## config.mk

```make
export PLATFORM = sky130hd
export DESIGN_NAME = fdiv_ratio_ctrl
export DESIGN_NICKNAME = d
export VERILOG_FILES = /design/src/rtl/fdiv_ratio_ctrl.sv
export SDC_FILE = /design/constraint.sdc
export NUM_CORES = 1
export LEC_CHECK = 0
export CAP_MARGIN = 20
export CORE_UTILIZATION = 30
export CTS_CLUSTER_SIZE = 12
export DETAILED_ROUTE_END_ITERATION = 10
export SETUP_SLACK_MARGIN = 0.4
export SYNTH_ARGS = -nofsm -noshare
export SYNTH_HDL_FRONTEND = slang
export SYNTH_SLANG_ARGS = --single-unit
export TNS_END_PERCENT = 5
```

## constraint.sdc

```tcl
create_clock -name clk -period 3.5 [get_ports clk]
set_input_delay 0.35 -clock clk [delete_from_list [all_inputs] [get_ports clk]]
set_output_delay 0.35 -clock clk [all_outputs]
set_load 0.05 [all_outputs]
```

## src/rtl/fdiv_ratio_ctrl.sv

```systemverilog
`default_nettype none
// ============================================================================
//  Module   : fdiv_ratio_ctrl
//  Purpose  : Run-time ratio controller for a 50%-duty integer clock divider.
//             Ratio changes arrive over a REQ/ACK handshake. A new ratio is
//             applied only at a period boundary, so no runt pulse appears.
//             The block drives the posedge phase (div_out) and the odd-ratio
//             stretch flag for the downstream negedge stage.
//  Revision : 1.0 - initial release
// ============================================================================
module fdiv_ratio_ctrl #(
   parameter int W = 8
) (
   input  logic         clk,
   input  logic         rst,
   input  logic         en,
   input  logic         req,
   input  logic [W-1:0] div_n,
   output logic         ack,
   output logic         err,
   output logic         busy,
   output logic         div_out,
   output logic         stretch,
   output logic         tick,
   output logic [W-1:0] cur_n
);

   // START is the single cycle between accepting a ratio from IDLE and
   // entering period index 0; it behaves like RUN for everything else.
   typedef enum logic [1:0] {
      S_IDLE  = 2'd0,
      S_START = 2'd1,
      S_RUN   = 2'd2,
      S_PEND  = 2'd3
   } state_t;

   state_t       state;
   logic [W-1:0] cnt;
   logic [W-1:0] next_n;

   logic [W-1:0] half;
   logic [W-1:0] cnt_inc;
   logic         at_boundary;
   logic         take;

   assign half        = cur_n >> 1;
   assign cnt_inc     = cnt + W'(1);
   assign at_boundary = (cnt == cur_n - W'(1));
   // A request is not resampled in its own ACK cycle, so a requester that
   // drops REQ on seeing ACK is never served twice. PEND ignores REQ.
   assign take        = req && !ack && (state != S_PEND);

   // Controller FSM, period counter and all registered outputs.
   always_ff @(posedge clk) begin
      if (rst) begin
         state   <= S_IDLE;
         cnt     <= '0;
         next_n  <= '0;
         cur_n   <= '0;
         ack     <= 1'b0;
         err     <= 1'b0;
         busy    <= 1'b0;
         div_out <= 1'b0;
         stretch <= 1'b0;
         tick    <= 1'b0;
      end else begin
         ack  <= 1'b0;
         err  <= 1'b0;
         tick <= 1'b0;

         // Divider progress; the first period after a start ignores en.
         case (state)
            S_START: begin
               state   <= S_RUN;
               cnt     <= '0;
               div_out <= 1'b1;
               tick    <= 1'b1;
            end
            S_RUN, S_PEND: begin
               if (en) begin
                  if (at_boundary) begin
                     cnt <= '0;
                     if (state == S_PEND) begin
                        busy <= 1'b0;
                        if (next_n == '0) begin
                           state   <= S_IDLE;
                           cur_n   <= '0;
                           stretch <= 1'b0;
                           div_out <= 1'b0;
                        end else begin
                           state   <= S_RUN;
                           cur_n   <= next_n;
                           stretch <= next_n[0];
                           div_out <= 1'b1;
                           tick    <= 1'b1;
                        end
                     end else begin
                        div_out <= 1'b1;
                        tick    <= 1'b1;
                     end
                  end else begin
                     cnt     <= cnt_inc;
                     div_out <= (cnt_inc < half);
                  end
               end
            end
            default: ;
         endcase

         // Handshake; an acceptance on a boundary edge only takes effect at
         // the following boundary because the state seen here is pre-edge.
         if (take) begin
            ack <= 1'b1;
            if (div_n == W'(1)) begin
               err <= 1'b1;
            end else if (state == S_IDLE) begin
               if (div_n != '0) begin
                  state   <= S_START;
                  cur_n   <= div_n;
                  stretch <= div_n[0];
               end
            end else begin
               state  <= S_PEND;
               next_n <= div_n;
               busy   <= 1'b1;
            end
         end
      end
   end

endmodule
`default_nettype wire

```

; ---- Yosys cells after proc, flatten, opt, wreduce, memory -nomap -nowiden
; Index checks and enable logic that the tools add are counted.
[classes]
n_bitwise = 3
reduce_logical = 11
addsub = 2
n_eq_ne = 7
n_mux = 47
magnitude_cmp = 1
[op_table]
columns = operator, n
row1 = $mux 8, 11
row2 = $mux 1, 24
row3 = $mux 2, 8
row4 = $pmux 8 s2, 1
row5 = $add 8x1->8 const B, 1
row6 = $eq 8x1->1 const B, 1
row7 = $eq 8x8->1, 1
row8 = $logic_not 8->1, 1
row9 = $lt 8x7->1, 1
row10 = $reduce_bool 8->1, 1
row11 = $sub 8x1->8 const B, 1
row12 = $eq 2x2->1 const B, 2
row13 = $ne 2x2->1 const B, 2
row14 = $pmux 1 s2, 2
row15 = $pmux 2 s2, 1
row16 = $reduce_or 2->1, 2
row17 = $not 1->1, 3
row18 = $reduce_and 3->1, 1
row19 = $eq 2x1->1 const B, 1
row20 = $logic_and 1x1->1, 2
row21 = $logic_not 2->1, 1
row22 = $reduce_and 2->1, 1
row23 = $reduce_bool 2->1, 1
row24 = $logic_not 1->1, 1
[word_totals]
ff_bits = 32
elab_cells = 81
output_inout_bits = 14
in_bits = 12

; ---- Logic depth before layout (Yosys ltp)
; Gate-level depths: netlist of the first run.
[depth]
word_depth = 10
depth_mapped = 11
depth_no_buf = 10

; ---- Worst setup path after synthesis of the first run
; No wires, ideal clock.
[synth_timing]
path_kind = reg-to-reg
from = reg cur_n[0]
to = reg div_out
required_ps = 3426
path_buffers = 1
synth_period_minus_slack_ps = 2684
stages_incl_launch_ff = 10
setup_ps = 74
slack_ps = 816
arrival_time_ps = 2610
path_cell_list = dfxtp_1 clkbuf_1 inv_1 ha_1 nor3b_1 xnor2_1 a2111oi_1 nand2_1 or4_4 a31oi_1
[synth_between]
elab_chain_cells = 5
[synth_rtl]
columns = element, line
row1 = "start, declared", 25  ; output logic [W-1:0] cur_n
row2 = "start signal, assigned", 92  ; cur_n <= next_n;
row3 = "start signal, assigned", 119  ; cur_n <= div_n;
row4 = $sub 8x1->8, 48  ; assign at_boundary = (cnt == cur_n - W'(1));
row5 = $eq 8x8->1, 48
row6 = $mux 1, 81  ; if (at_boundary) begin
row7 = $mux 1, 80  ; if (en) begin
row8 = $pmux 1 s2, 72  ; case (state)
row9 = "end signal, assigned", 103  ; div_out <= (cnt_inc < half);
row10 = "end, declared", 22  ; output logic div_out,
; Every way passes these cells. The select of a mux whose other input is x is not followed.
; A chain may end at the register's enable or synchronous reset.

; ---- Worst setup path in the final report of the first run
; Same ends and word-level chain as after synthesis.

==> impl_results.md, run 1 <==
- Asr flop ratio synth: 0
- Syn. warnings: 0
- DR vias: 1,695
- Layout fillers: 600
- Crit Reg-Reg Startpoint: cur_n[0]
- Clk_skew: 0.00875 ns
- Max stage delay on crit path: 0.52 ns
- Ant diodes: 0
- First-pass GRT wire length: 8050 um
- Slew Viols, Final: 0
- Non-filler cells, final: 330
- Most frequent cell after synthesis: nand2_1
- Share of cells above drive strength 1: 0.0706
- Area growth syn-to-layout: 22.0%
- Post_cts resized: 0
- Synth unique cells: 44
- Congestion Overflow GR: 0
- CP cell instances: inv_1 -> ha_1 -> nor3b_1 -> xnor2_1 -> a2111oi_1 -> nand2_1 -> buf_4 -> or4_4 -> a31oi_1
- Height of the die: 81.3 um
- Fmax: 377 MHz
- Critical Path RT: 3.70 ns
- FP Rows: 28
- Estimated wirelength of the detail-placed design: 3500 um
- Post-synthesis cell count: 232
- CP max stage cell: dfxtp_1
- Post-synth top cells: 33 x nand2_1, 32 x dfxtp_1, 18 x nor2_1
- Hold buffer count at CTS: 0
- CTS H-tree depth: 2
- Reg2Reg Setup Slack: 0.85 ns
- Post-synth top area cell: dfxtp_1
- Total leakage power: 0.869 nW
- Final setup viols: 0
- Rel. slew slack: 0.601
- Clock Tree Root: clkbuf_8
- Core area: 5990 um2
- Post-synthesis sequential area ratio: 0.339
- Hold worst-path end: busy
- Mapped Avg Cell Area: 8.14 um2
- Die area: 6610 um2
- Num Clock Sinks: 32
- Routed WL: 4730 um
- Arrival @ worst endpoint: 2.86 ns
- Detailed Route Iter0 Violations: 100
- CTS clk-pin slew, worst paths: 0.08 ns
- Synth Flop Type: dfxtp_1
- Hold Startpoint: busy
- Setup TNS after final layout: 0 ns
- Max-cap viol count: 0
- CP top delay family: simple AND/OR/NAND/NOR gates
- Worst vdd ir: 0.230 mV
- Post-synth top area share: 0.339
- Pre-CTS setup slack: 0.751 ns
- Number of setup buffers added after CTS: 0
- Drt pass-1 iters: 4
- I/O Pins: 26
- Synth Register Bits: 32
- Finished Core Util: 0.385
- Total GRT Usage: 0.160
- Max clock buf depth: 2
- Initial Util: 0.315
- Worst setup margin: 0.846 ns
- RSZ-0062 raised after global routing: false
- Wire length per cell: 14.3 um
- Status: finished clean
- Post-route cell area: 2300 um2
- Design Power: 982 uW
- Number of global-route vias before repair: 1,631
- Placed cell areas: 2190 um2
- Syn_nets: 252
- Dpl cells: 322
- Post-layout min period: 2.65 ns
- IO buf count: 25
- Hold WC Path Type: register to register
- CTS tree: yes
- GP Congestion: 0.881
- Worst-Margin Slew: 0.598 ns
- DR DRC count: 0
- Initial antenna violation count: 0
- Reg-to-reg endpoint: div_out
- EDFF count, synth: 0
- Fin crit share: 0.758
- Startpoint type of the worst setup path: register
- Worst Path Max Fanout: 12
- CP Capture Type: register
- Die Wd: 81.3 um
- Area contributors post-synth: dfxtp_1 34%, nand2_1 6.6%, o211ai_1 6.4%
- Final hold violations: 0
- Post-route ant nets: 0
- Worst r2r path cells: 9
- Clk Latency, worst-skew pair: 0.28 ns
- DR vias/cell: 5.14
- Hold Path Cell Cnt: 2
- P per Cell Area: 426 nW/um2
- # nets final: 274
- CTS buffer count: 5
- Hold WS: 0.478 ns
- Crit path buf inv count: 2
- Crit Path Category: register to register
- Largest net degree at the start of global routing: 24
- Netlist Area Pre-Place: 1890 um2
worst reg2reg max path: cells and delay by family (launching register included):
kind | cells | cell delay [ns]
buf+inv | 2 | 0.29
xor+xnor | 1 | 0.13
compound gates | 2 | 0.64
flops | 1 | 0.52
simple gates | 3 | 0.72
fa+ha+maj | 1 | 0.29
cells by family (layout without fill, tap and decap cells):
group                    Yosys count  count (layout)  synth area share
AND/OR/NAND/NOR                   96              96             0.249
AO/OA/AOI/OAI                     50              50             0.194
flip-flops                        32              32             0.339
buffers and inverters             23              46            0.0530
XOR/XNOR                          15              15            0.0696
adder cells (fa/ha/maj)            8               8            0.0530
multiplexers                       8               8            0.0424
registers in the layout, indices dropped and copies added (netlist names):
name and cells:
cnt 8, cur_n 8, next_n 8, state 2, ack 1, busy 1
div_out 1, err 1, stretch 1, tick 1
power breakdown:
| group | total [mW] | leakage [nW] | internal, mW | switching (mW) |
|---|---|---|---|---|
| combinational | 0.217 | 0.554 | 0.0881 | 0.129 |
| clock | 0.358 | 0.0541 | 0.211 | 0.148 |
| sequential | 0.407 | 0.261 | 0.382 | 0.0245 |
layer usage:
layer,wire (um),global-route usage,part of all wire,vias to the layer above
met3,150,0.0281,0.032,6
li1,-,-,-,869
met4,63,0.0589,0.013,0
met1,2340,0.216,0.50,787
met2,2170,0.251,0.46,33
met5,0,0,0,-
cell usage in the layout, fill, tap and decap left out, types with 4 or more instances in the layout:
cell type,n
dfxtp_1,32
nand2b_1,5
mux2i_1,8
o211ai_1,16
nor2_1,18
ha_1,8
xnor2_1,11
a21oi_1,14
nand2_1,33
clkbuf_8,5
clkdlybuf4s50_1,25
inv_1,10
nand3_1,13
xor2_1,4
nor3_1,6
layout make-up:
cell class	instances	area (um2)	share of cell area
inverter	10	37.5	0.0163
clock inverter	3	42.5	0.0185
sequential	32	641	0.278
tap	75	93.8	0.0407
clock buffer	5	68.8	0.0299
timing repair buffer	28	273	0.118
multi-input combinational	177	1150	0.498
how the worst max path moves through the flow:
stage                     startpoint  endpoint  cells past startpoint
after detailed placement    div_n[3]   stretch                      7
after global routing        cur_n[0]  cur_n[0]                      8
after global placement      div_n[3]   stretch                      7
after CTS                   cur_n[0]   div_out                      9
final                       cur_n[0]   div_out                      9
after floorplan             cur_n[0]   div_out                      9
Note: power is estimated with default switching activity, not from simulation.
==> run 2, diff against run 1 <==
- clock period: 3.5 -> 2.6 ns (I/O delays scaled with it)
==> run 2 against run 1 <==
Net effect: die area unchanged; critical path depth decreased by 3; core utilization increased by 5.5 points; critical endpoint unchanged; largest cell class unchanged; highest routed layer unchanged.
==> impl_results.md, run 2 (synthesis gave the netlist of run 1 again) <==
- IO buf count: 25
- Hold WC Path Type: register to register
- Hold buffer count at CTS: 0
- RSZ-0062 raised after global routing: true
- Post-route ant nets: 0
- Number of global-route vias before repair: 1,619
- Rel. slew slack: 0.602
- DR vias/cell: 5.14
- Total GRT Usage: 0.161
- Largest net degree at the start of global routing: 21
- CTS H-tree depth: 2
- Fmax: 468 MHz
- Area of the multi-input gates: 1300 um2
- Layout fillers: 598
- Final hold violations: 0
- CP max stage cell: or4_4
- Area growth syn-to-layout: 39.4%
- Core area: 5990 um2
- FF/Latch Area: 669 um2
- Final setup viols: 0
- Max-cap viol count: 0
- Congestion Overflow GR: 0
- Worst Path Max Fanout: 6
- Initial Util: 0.315
- Top flop regs: cnt x8, cur_n x8, next_n x8
- Worst-Margin Slew: 0.595 ns
- Clock Tree Root: clkbuf_8
- P per Cell Area: 521 nW/um2
- Clk_skew: 0.00593 ns
- Design Power: 1.37 mW
- Drt pass-1 iters: 4
- Max clock buf depth: 2
- Pre-CTS setup slack: 0.267 ns
- Die area: 6610 um2
- CP cell instances: or4_4 -> nand4b_1 -> o41ai_4 -> nor2_4 -> or4_4 -> a31oi_1
- Critical Path RT: 2.80 ns
- Num Clock Sinks: 32
- Crit Path Category: register to register
- Crit path buf inv count: 0
- Most common cell after layout, fill and taps aside: nand2_1
- CP top delay family: simple AND/OR/NAND/NOR gates
- Worst setup margin: 0.465 ns
- Detailed Route Iter0 Violations: 109
- Most frequent cells in the layout: 32 x nand2_1, 25 x clkdlybuf4s50_1, 23 x dfxtp_1, 23 x buf_4, 17 x nor2_1
- # nets final: 294
- Wire length per cell: 14.8 um
- Post-layout min period: 2.14 ns
- Ant diodes: 0
- Initial antenna violation count: 0
- Routed WL: 5190 um
- FP Rows: 28
- I/O Pins: 26
- Share of cells above drive strength 1: 0.229
- CTS buffer count: 5
- CP most frequent cell: or4_4
- Total leakage power: 0.996 nW
- Height of the die: 81.3 um
- Finished Core Util: 0.439
- Estimated wirelength of the detail-placed design: 3490 um
- Slew Viols, Final: 0
- CTS tree: yes
- CTS clk-pin slew, worst paths: 0.07 ns
- DR DRC count: 0
- DR vias: 1,798
- Worst vdd ir: 0.354 mV
- GP Congestion: 0.890
- Die Wd: 81.3 um
- Arrival @ worst endpoint: 2.34 ns
- Max stage delay on crit path: 0.56 ns
- Setup TNS after final layout: 0 ns
- Startpoint type of the worst setup path: register
- Clk Latency, worst-skew pair: 0.28 ns
- Status: finished clean
- Fin crit share: 0.821
- First-pass GRT wire length: 8050 um
- CP Capture Type: register
## run 2: cell count changes in the layout (fill, tap and decap cells not counted), moves of 3 or more
cell	delta
buf_4	+20
ha_1	-3
dfxtp_1	-9
ha_4	+3
dfxtp_4	+7
## run 2: path summary, 6_finish.rpt
check	startpoint	to	slack [ns]	depth (start not counted)
max reg2reg	cur_n[3]	div_out	0.46	6
min	busy	busy	0.47	2
max	cur_n[3]	div_out	0.46	6
min reg2reg	busy	busy	0.47	2
## run 2: routing by layer
metal | vias up | wire length, um | GRT usage
met3 | 6 | 271 | 0.0382
met4 | 0 | 47 | 0.0464
met1 | 830 | 2470 | 0.225
met5 | - | 0 | 0
li1 | 904 | - | -
met2 | 58 | 2400 | 0.242
## run 2: what timing repair did
| item | CTS | global route |
|---|---|---|
| resized for setup | 5 | 26 |
| buffers inserted | 2 | 13 |
| setup endpoints to repair | 13 | 22 |
| pin swaps | 2 | 14 |
## run 2: cell type report
cell class                      instances  share of cell area
Tap cell                               75              0.0356
Clock inverter                          2              0.0133
Sequential cell                        32               0.254
Inverter                               10              0.0143
Timing Repair Buffer                   48               0.161
Clock buffer                            6              0.0276
Multi-Input combinational cell        177               0.494
## run 2: worst register-to-register path, delay by kind of cell, from the launching register on
kind | cells | cell delay, ns
flops | 1 | 0.37
compound gates | 2 | 0.26
simple gates | 4 | 1.42
## run 2: metrics by stage
step	area, um2	instances	hold slack [ns]
floorplan	1930	232	0.365
global placement	2260	327	0.461
detailed placement	2260	327	0.463
CTS	2390	337	0.475
global route	2630	350	0.500
finish	2630	350	0.473
## run 2: report_power, final
part,internal [mW],switching [mW]
sequential,0.512,0.0321
clock,0.284,0.180
combinational,0.164,0.197
total,0.961,0.410
==> run 3, diff against run 2 <==
- clock period: 2.6 -> 2 ns (I/O delays scaled with it)
==> run 3 against run 2 <==
Net effect: the flow now finishes with violations (setup timing); setup slack got worse by 0.62 ns; routed wire length grew 13%; via count up 8.4%.
==> impl_results.md, run 3 (synthesis gave the netlist of run 1 again) <==
- Height of the die: 81.3 um
- RSZ-0062 raised after global routing: true
- Drt pass-1 iters: 4
- Slew Viols, Final: 0
- Largest net degree at the start of global routing: 19
- Layout fillers: 547
- Clock Tree Root: clkbuf_8
- Die Wd: 81.3 um
- Fmax: 463 MHz
- Worst vdd ir: 0.353 mV
- Hold WC Path Type: input port to register
- Total GRT Usage: 0.181
- Finished Core Util: 0.504
- DR WL met3: 283 um
- Fin crit share: 1.08
- CTS tree: yes
- Most common cell after layout, fill and taps aside: buf_4
- Crit Path Category: register to register
- Clk_skew: 0.0125 ns
- CTS buffer count: 5
- IO buf count: 25
- Ant diodes: 0
- FF/Latch Area: 659 um2
- Post-layout min period: 2.16 ns
- Congestion Overflow GR: 0
- Estimated wirelength of the detail-placed design: 3980 um
- Clk Latency, worst-skew pair: 0.29 ns
- First-pass GRT wire length: 9020 um
- Worst Path Max Fanout: 5
- Area of the multi-input gates: 1400 um2
- Post-route ant nets: 0
- Hold buffer count at CTS: 0
- Total leakage power: 1.28 nW
- DR vias/cell: 5.14
- Reg2Reg Setup Slack: -0.16 ns
- CTS H-tree depth: 2
- Setup TNS after final layout: -2.19 ns
- Rel. slew slack: 0.663
- Failing checks: setup timing
- CP Capture Type: register
- Met2 wire length: 2830 um
- Top Metal Used: met4
- Worst setup margin: -0.160 ns
- DR vias: 1,949
- Critical Path RT: 2.22 ns
- Routed WL: 5890 um
- I/O Pins: 26
- FP Rows: 28
- Final hold violations: 0
- Pre-CTS setup slack: -0.205 ns
- Max-cap viol count: 0
- DR DRC count: 0
- Startpoint type of the worst setup path: register
- # nets final: 323
- Core area: 5990 um2
- Max clock buf depth: 2
- GP Congestion: 0.826
- Initial Util: 0.315
- Die area: 6610 um2
- Post-route cell area: 3020 um2
- Initial antenna violation count: 0
- Wire length per cell: 15.5 um
- Status: finished, violations left
- Detailed Route Iter0 Violations: 128
- Top flop regs: cnt x8, cur_n x8, next_n x8
- Met1 wire length: 2700 um
- Final setup viols: 20
- P per Cell Area: 615 nW/um2
- Worst-Margin Slew: 0.503 ns
- Number of global-route vias before repair: 1,830
- Num Clock Sinks: 32
- Placed cell areas: 2560 um2
- Most frequent cells in the layout: 39 x buf_4, 31 x nand2_1, 23 x dfxtp_1
- CTS clk-pin slew, worst paths: 0.07 ns
- Arrival @ worst endpoint: 2.38 ns
- Share of cells above drive strength 1: 0.378
- Area growth syn-to-layout: 59.9%
==> run 3: cell types whose count changed in the layout (fill, tap and decap cells not counted), sizes merged <==
| cell | change |
|---|---|
| buf | +29 |
| clkbuf | +1 |
| clkdlybuf4s15 | +1 |
| clkdlybuf4s50 | -18 |
| clkinvlp | +1 |
| dlygate4sd2 | +14 |
| dlymetal6s2s | +1 |
==> run 3: power by group <==
part	switching [mW]	internal [mW]	total, mW
logic	0.298	0.238	0.537
registers	0.0310	0.670	0.700
clock network	0.251	0.368	0.619
total	0.580	1.28	1.86
==> run 3: final cells by class <==
cell class	instances	area share
clock buffer	5	0.0228
clock inverter	3	0.0141
inverter	10	0.0133
multi-input combinational	177	0.465
sequential	32	0.218
tap	75	0.0311
timing repair buffer	77	0.236
==> run 3: worst max-delay path: stages, from the launching register on <==
cell,delay (ns)
dfxtp_4,0.35
buf_6,0.12
or4_4,0.53
o211ai_1,0.27
a21oi_2,0.13
o211a_4,0.32
buf_12,0.14
nand2b_4,0.13
a21oi_2,0.11
==> run 3: layer usage <==
layer,GRT usage,vias to the layer above
met1,0.244,926
met4,0.0571,0
met5,0,-
met2,0.289,54
li1,-,960
met3,0.0315,9
==> run 3: final timing paths <==
| path | start | end | cells past startpoint |
|---|---|---|---|
| setup / recovery | cur_n[2] | busy | 8 |
| setup reg to reg | cur_n[2] | busy | 8 |
| hold reg to reg | busy | busy | 2 |
| hold / removal | div_n[6] | next_n[6] | 4 |
==> run 3: repair_timing <==
item,in CTS,in global routing
gates cloned,0,4
buffers inserted,1,8
gates resized for setup,36,35
pin swaps,20,32
endpoints found under the setup margin,44,31
==> run 3: stage by stage <==
stage                     instances  power [mW]  hold WS [ns]
final                           379        1.86         0.296
after global routing            379        1.94         0.314
after CTS                       367        1.80         0.262
after detailed placement        358        1.18         0.466
after global placement          358        1.17         0.464
after floorplan                 232        1.00         0.305
==> edit 1: new RTL, config.mk and constraints of run 3 <==
The 4 states of `state_t` get a Gray code encoding in 2 bits.
--- a/src/rtl/fdiv_ratio_ctrl.sv
+++ b/src/rtl/fdiv_ratio_ctrl.sv
@@ -29,8 +29,8 @@
    // entering period index 0; it behaves like RUN for everything else.
    typedef enum logic [1:0] {
-      S_IDLE  = 2'd0,
-      S_START = 2'd1,
-      S_RUN   = 2'd2,
-      S_PEND  = 2'd3
+      S_IDLE  = 2'b00,
+      S_START = 2'b01,
+      S_RUN   = 2'b11,
+      S_PEND  = 2'b10
    } state_t;
 
Formal check against the unedited RTL: no difference found for any inputs over 4 cycles, from zero or initial values and one cycle with rst high; so few cycles prove little.
==> edit 1 against run 3 <==
The flow still finishes with violations (negative setup slack); clock skew grew 1.4 ps; wire length shrank 14%; sequential power is essentially flat; cell area shrank 11%; die area shrank 0.64%; largest power group unchanged; critical endpoint is now cur_n[3]; sequential cell count is the same; critical path depth shrank 1; fmax shrank 3.3%; setup slack lost 75 ps; count of clock-buffer cells in the layout grew 2; total power shrank 3.3%; via count shrank 8.4%; area after synthesis shrank 0.66%.
==> edit 1: results (changes against run 3) <==
outcome:
  status: "complete, but fails checks"  # unchanged
  violations: "negative setup slack"  # unchanged
pwr:
  peakVddDrop_mv: 0.4242  # was 0.3534 mV
  p_leak_nw: 1.126  # was 1.278 nW
  power_switching_w: 0.0006012  # was 0.0005798 W
min_path:
  hp-start: "div_n[4]"  # was div_n[6]
  worstHoldEndpoint: "cur_n[4]"  # was next_n[6]
  hold_path_depth: 3  # was 4
cells_and_area:
  drive_gt1_share_pct: 28.06  # was 37.83%
  diodes: 0  # unchanged
  finalNetCount: 297  # was 323
  layout.cells.non_filler: 353  # was 379
routing:
  firstDrtPassIters: 4  # unchanged
  drtIter0Drc: 130  # was 128
  dr_total_vias: 1786  # was 1,949
  wire_per_inst_um: 14.38  # was 15.53 um
place:
  place.gp.congestion: 0.8103  # was 0.8263
  place_area_mm2: 0.002480  # was 0.002556 mm2
  place_hpwl_mm: 3.642  # was 3.977 mm
  pre_cts_ws_ps: -362.8  # was -205.2 ps
  port_buffers: 25  # unchanged
  dp.cells: 343  # was 358
timing:
  fin_ws_ps: -234.6  # was -159.9 ps
  holdWs_ps: 253.8  # was 295.9 ps
  finClkSkew_ps: 13.92  # was 12.48 ps
  setup_viol: 22  # was 20
  finalSetupTns_ps: -3813  # was -2187 ps
  fmax_ghz: 0.4475  # was 0.4630 GHz
  worst_pin_slew_ps: 487.3  # was 503.4 ps
grt:
  grtUsageTotal_pct: 16.87  # was 18.06%
  grt_pass1_wl_mm: 8.424  # was 9.018 mm
  grt_max_degree: 14  # was 19
  grt_pass1_vias: 1729  # was 1,830
logic_synthesis:
  synth_cells: 215  # was 232
  synthTopCellsByArea: "dfxtp_1 34%, mux2i_1 8.0%, ha_1 5.3%"  # was dfxtp_1 34%, nand2_1 6.6%, o211ai_1 6.4%
  synthTopCellsByCount: "32 x dfxtp_1, 24 x nor2_1, 17 x nand2_1, 15 x mux2i_1, 11 x o21ai_0"  # was 33 x nand2_1, 32 x dfxtp_1, 18 x nor2_1, 16 x o211ai_1, 14 x a21oi_1
  synth_nets: 235  # was 252
clocking:
  cts_made_buffers: 5  # unchanged
worst_setup_path:
  r2r-start: "cur_n[3]"  # was cur_n[2]
  crit_arrival_ps: 2400  # was 2380 ps
  r2r_end: "cur_n[3]"  # was busy
  r2r_cells: 7  # was 8
-- edit 1: cell type report --
type	instances	area (um2)
tap	75	93.84
sequential	32	651.9
multi-input combinational	165	1284
fill	610	3292
clock inverter	1	5.005
timing repair buffer	63	529.3
clock buffer	7	97.59
inverter	10	37.54
-- edit 1: cell families after synthesis --
family	count (synthesis)	synth area share, %
adders and majority gates	8	5.337
buffers and inverters	19	3.803
xor gates and xnor gates	12	5.604
DFF	32	34.16
AOI/OAI and AO/OA	50	21.62
and+or+nand+nor	79	21.48
muxes	15	8.005
-- edit 1: metrics by stage --
stage	utilization [%]	power (W)
2_1_floorplan	-	0.001011
3_3_place_gp	41.40	0.001188
3_5_place_dp	41.40	0.001191
4_1_cts	44.70	0.001794
5_1_grt	45.05	0.001879
6_report	45.05	0.001794
-- edit 1: power by group through the flow --
stage          sequential (W)  clock [W]  combinational [W]
3_5_place_dp         0.000715          0           0.000476
6_report             0.000701   0.000583           0.000510
5_1_grt              0.000706   0.000623           0.000550
4_1_cts              0.000701   0.000592           0.000502
3_3_place_gp         0.000714          0           0.000473
2_1_floorplan        0.000790          0           0.000221
-- edit 1: critical path, stage by stage, from the launching register on --
cell and delay (ps):
dfxtp_2 320, or4_4 550, or4_4 450, a21oi_4 160
buf_12 140, o2111ai_4 190, mux2i_1 230, o21ai_1 70
-- edit 1: routing by layer --
metal | share of wire (%) | global-route usage (%)
met5 | 0 | 0
met4 | 1.2 | 4.821
met3 | 4.8 | 3.483
met2 | 47 | 28.15
met1 | 47 | 21.81
-- edit 1: what timing repair did --
item / CTS / global route
gates resized for setup: 34 / 5
setup endpoints to repair: 44 / 31
gates cloned: 1 / 0
buffers inserted: 1 / 0
pin swaps: 13 / 4
==> edit 2: new RTL, config.mk and constraints of run 3 <==
Made on the original files. `W`: 8 -> 10.
--- a/src/rtl/fdiv_ratio_ctrl.sv
+++ b/src/rtl/fdiv_ratio_ctrl.sv
@@ -10,5 +10,5 @@
 // ============================================================================
 module fdiv_ratio_ctrl #(
-   parameter int W = 8
+   parameter int W = 10
 ) (
    input  logic         clk,
Ports: changed (resized cur_n and div_n); port bits go from 26 to 30. The function was not compared with the original's and may differ.
==> edit 2 against run 3 <==
The flow still finishes with violations (negative setup slack); die area up 33%; cell area up 23%; critical path type unchanged; total power up 22%; critical path depth down 1; sequential cell count up 6; utilization down 5.1 points; count of clock-buffer cells in the layout up 2; wire length up 29%; setup slack worse by 89 ps; synthesized cell count up 30%; clock power down 12%; largest cell class unchanged; area after synthesis up 34%.
==> edit 2: results (changes against run 3) <==
timing:
  max_slew_margin_pct: 66.92  # was 66.33%
  setup_viol: 26  # was 20
  fin_ws_ps: -248.5  # was -159.9 ps
  finalSetupTns_ps: -3791  # was -2187 ps
  finClkSkew_ps: 9.792  # was 12.48 ps
grt:
  grt_max_degree: 29  # was 19
  grt_pass1_vias: 2684  # was 1,830
  grtUsageTotal_pct: 18.71  # was 18.06%
  grt_pass1_wl_mm: 13.01  # was 9.018 mm
  grt_antenna_before_repair: 0  # unchanged
worst_setup_path:
  crit_slowest_cell: "or4_4"  # unchanged
  crit_fanout: 4  # was 5
  cp_top_family: "simple AND/OR/NAND/NOR gates"  # was compound AO/OA/AOI/OAI gates
  max_stage_delay_ps: 520
  crit_arrival_ps: 2460  # was 2380 ps
routing:
  drtIter0Drc: 162  # was 128
  drt_wl_total_mm: 7.612  # was 5.886 mm
  dr_total_vias: 2628  # was 1,949
  firstDrtPassIters: 4  # unchanged
cells_and_area:
  finalNetCount: 413  # was 323
  diodes: 0  # unchanged
  drive_gt1_share_pct: 33.59  # was 37.83%
  reg_top3: "cnt: 10 flops, cur_n: 10 flops, next_n: 10 flops"  # was cnt: 8 flops, cur_n: 8 flops, next_n: 8 flops
pwr:
  p_comb_w: 0.000872  # was 0.000537 W
  p_seq_share_pct: 37.5  # was 37.7%
  fin_total_pwr_w: 0.002260  # was 0.001856 W
  peakVddDrop_mv: 0.3460  # was 0.3534 mV
  power_switching_w: 0.0008314  # was 0.0005798 W
  p_leak_nw: 1.602  # was 1.278 nW
logic_synthesis:
  synthTopCellsByCount: "38 x dfxtp_1, 27 x nor2_1, 16 x nand2_1, 14 x inv_1, 13 x nand3_1"  # was 33 x nand2_1, 32 x dfxtp_1, 18 x nor2_1, 16 x o211ai_1, 14 x a21oi_1
  synthTopCellsByArea: "dfxtp_1 30%, ha_1 4.9%, nor2_1 4.0%"  # was dfxtp_1 34%, nand2_1 6.6%, o211ai_1 6.4%
  synth_cell_types: 59  # was 44
  ys_warn_count: 0  # unchanged
  synth_nets: 326  # was 252
  yosysSeqAreaShare_pct: 30.05  # was 33.93%
  async_reset_ff_share_pct: 0  # unchanged
outcome:
  violations: "negative setup slack"  # unchanged
  status: "complete, but fails checks"  # unchanged
clocking:
  cts_made_buffers: 5  # unchanged
  cts_buffer_depth: 2  # unchanged
  clkLatencyLatePin_ps: 300
  cts_max_level: 2  # unchanged
  clkSlewWorstSetupHoldPaths_ps: 80
  root_buffer: "clkbuf_8"  # unchanged
place:
  place.gp.congestion: 0.8238  # was 0.8263
  port_buffers: 29  # was 25
  pre_cts_ws_ps: -396.1  # was -205.2 ps
  place_hpwl_mm: 5.756  # was 3.977 mm
min_path:
  hp-class: "input pin to flop"  # unchanged
## edit 2: final timing paths
check | from | to | slack, ps | cells after the start
worst max-delay path | cur_n[1] | cur_n[0] | -250 | 7
worst min-delay path | div_n[2] | next_n[2] | 250 | 3
worst min register to register | busy | busy | 470 | 2
worst max register to register | cur_n[1] | cur_n[0] | -250 | 7
## edit 2: per-stage QoR
step / cells / util [%] / instance area [um2]
6_report: 495 / 45.27 / 3701
3_3_place_gp: 485 / 42.19 / 3450
5_1_grt: 495 / 45.27 / 3701
3_5_place_dp: 485 / 42.19 / 3450
2_1_floorplan: 302 / - / 2596
4_1_cts: 495 / 44.69 / 3654
## edit 2: final cells by class
cell class	instances	area (um2)
Fill cell	808	4474
Multi-Input combinational cell	230	1810
Timing Repair Buffer	100	845.8
Sequential cell	38	778.2
Tap cell	105	131.4
Clock buffer	7	76.32
Inverter	14	52.55
Clock inverter	1	6.256
## edit 2: timing repair
item | CTS | global route
resized for setup | 49 | 12
setup buffers | 2 | 0
endpoints found under the setup margin | 52 | 36
pin swaps | 18 | 6
## edit 2: per-layer routing
layer  track usage (%)  wire (um)  share of wire (%)  vias up
met5                 0          0                  0        -
met4             5.897        123                1.6        0
met3             3.236        170                2.2       11
met2             33.27       3882                 51       34
met1             22.69       3435                 45     1269
li1                  -          -                  -     1314
## edit 2: tightest hold or removal path: stages
cell and delay [ps]:
dlymetal6s2s_1 150, mux2i_1 90, nor2_1 70
## edit 2: cell families (layout without fill, tap and decap cells)
kind of cell / after synthesis / after routing / share of synthesized area [%]
simple gates: 126 / 126 / 28.42
compound gates: 70 / 70 / 21.95
flops: 38 / 38 / 30.05
buf+inv: 34 / 122 / 5.931
xor+xnor: 16 / 16 / 5.536
fa+ha+maj: 10 / 10 / 4.943
mux: 8 / 8 / 3.164
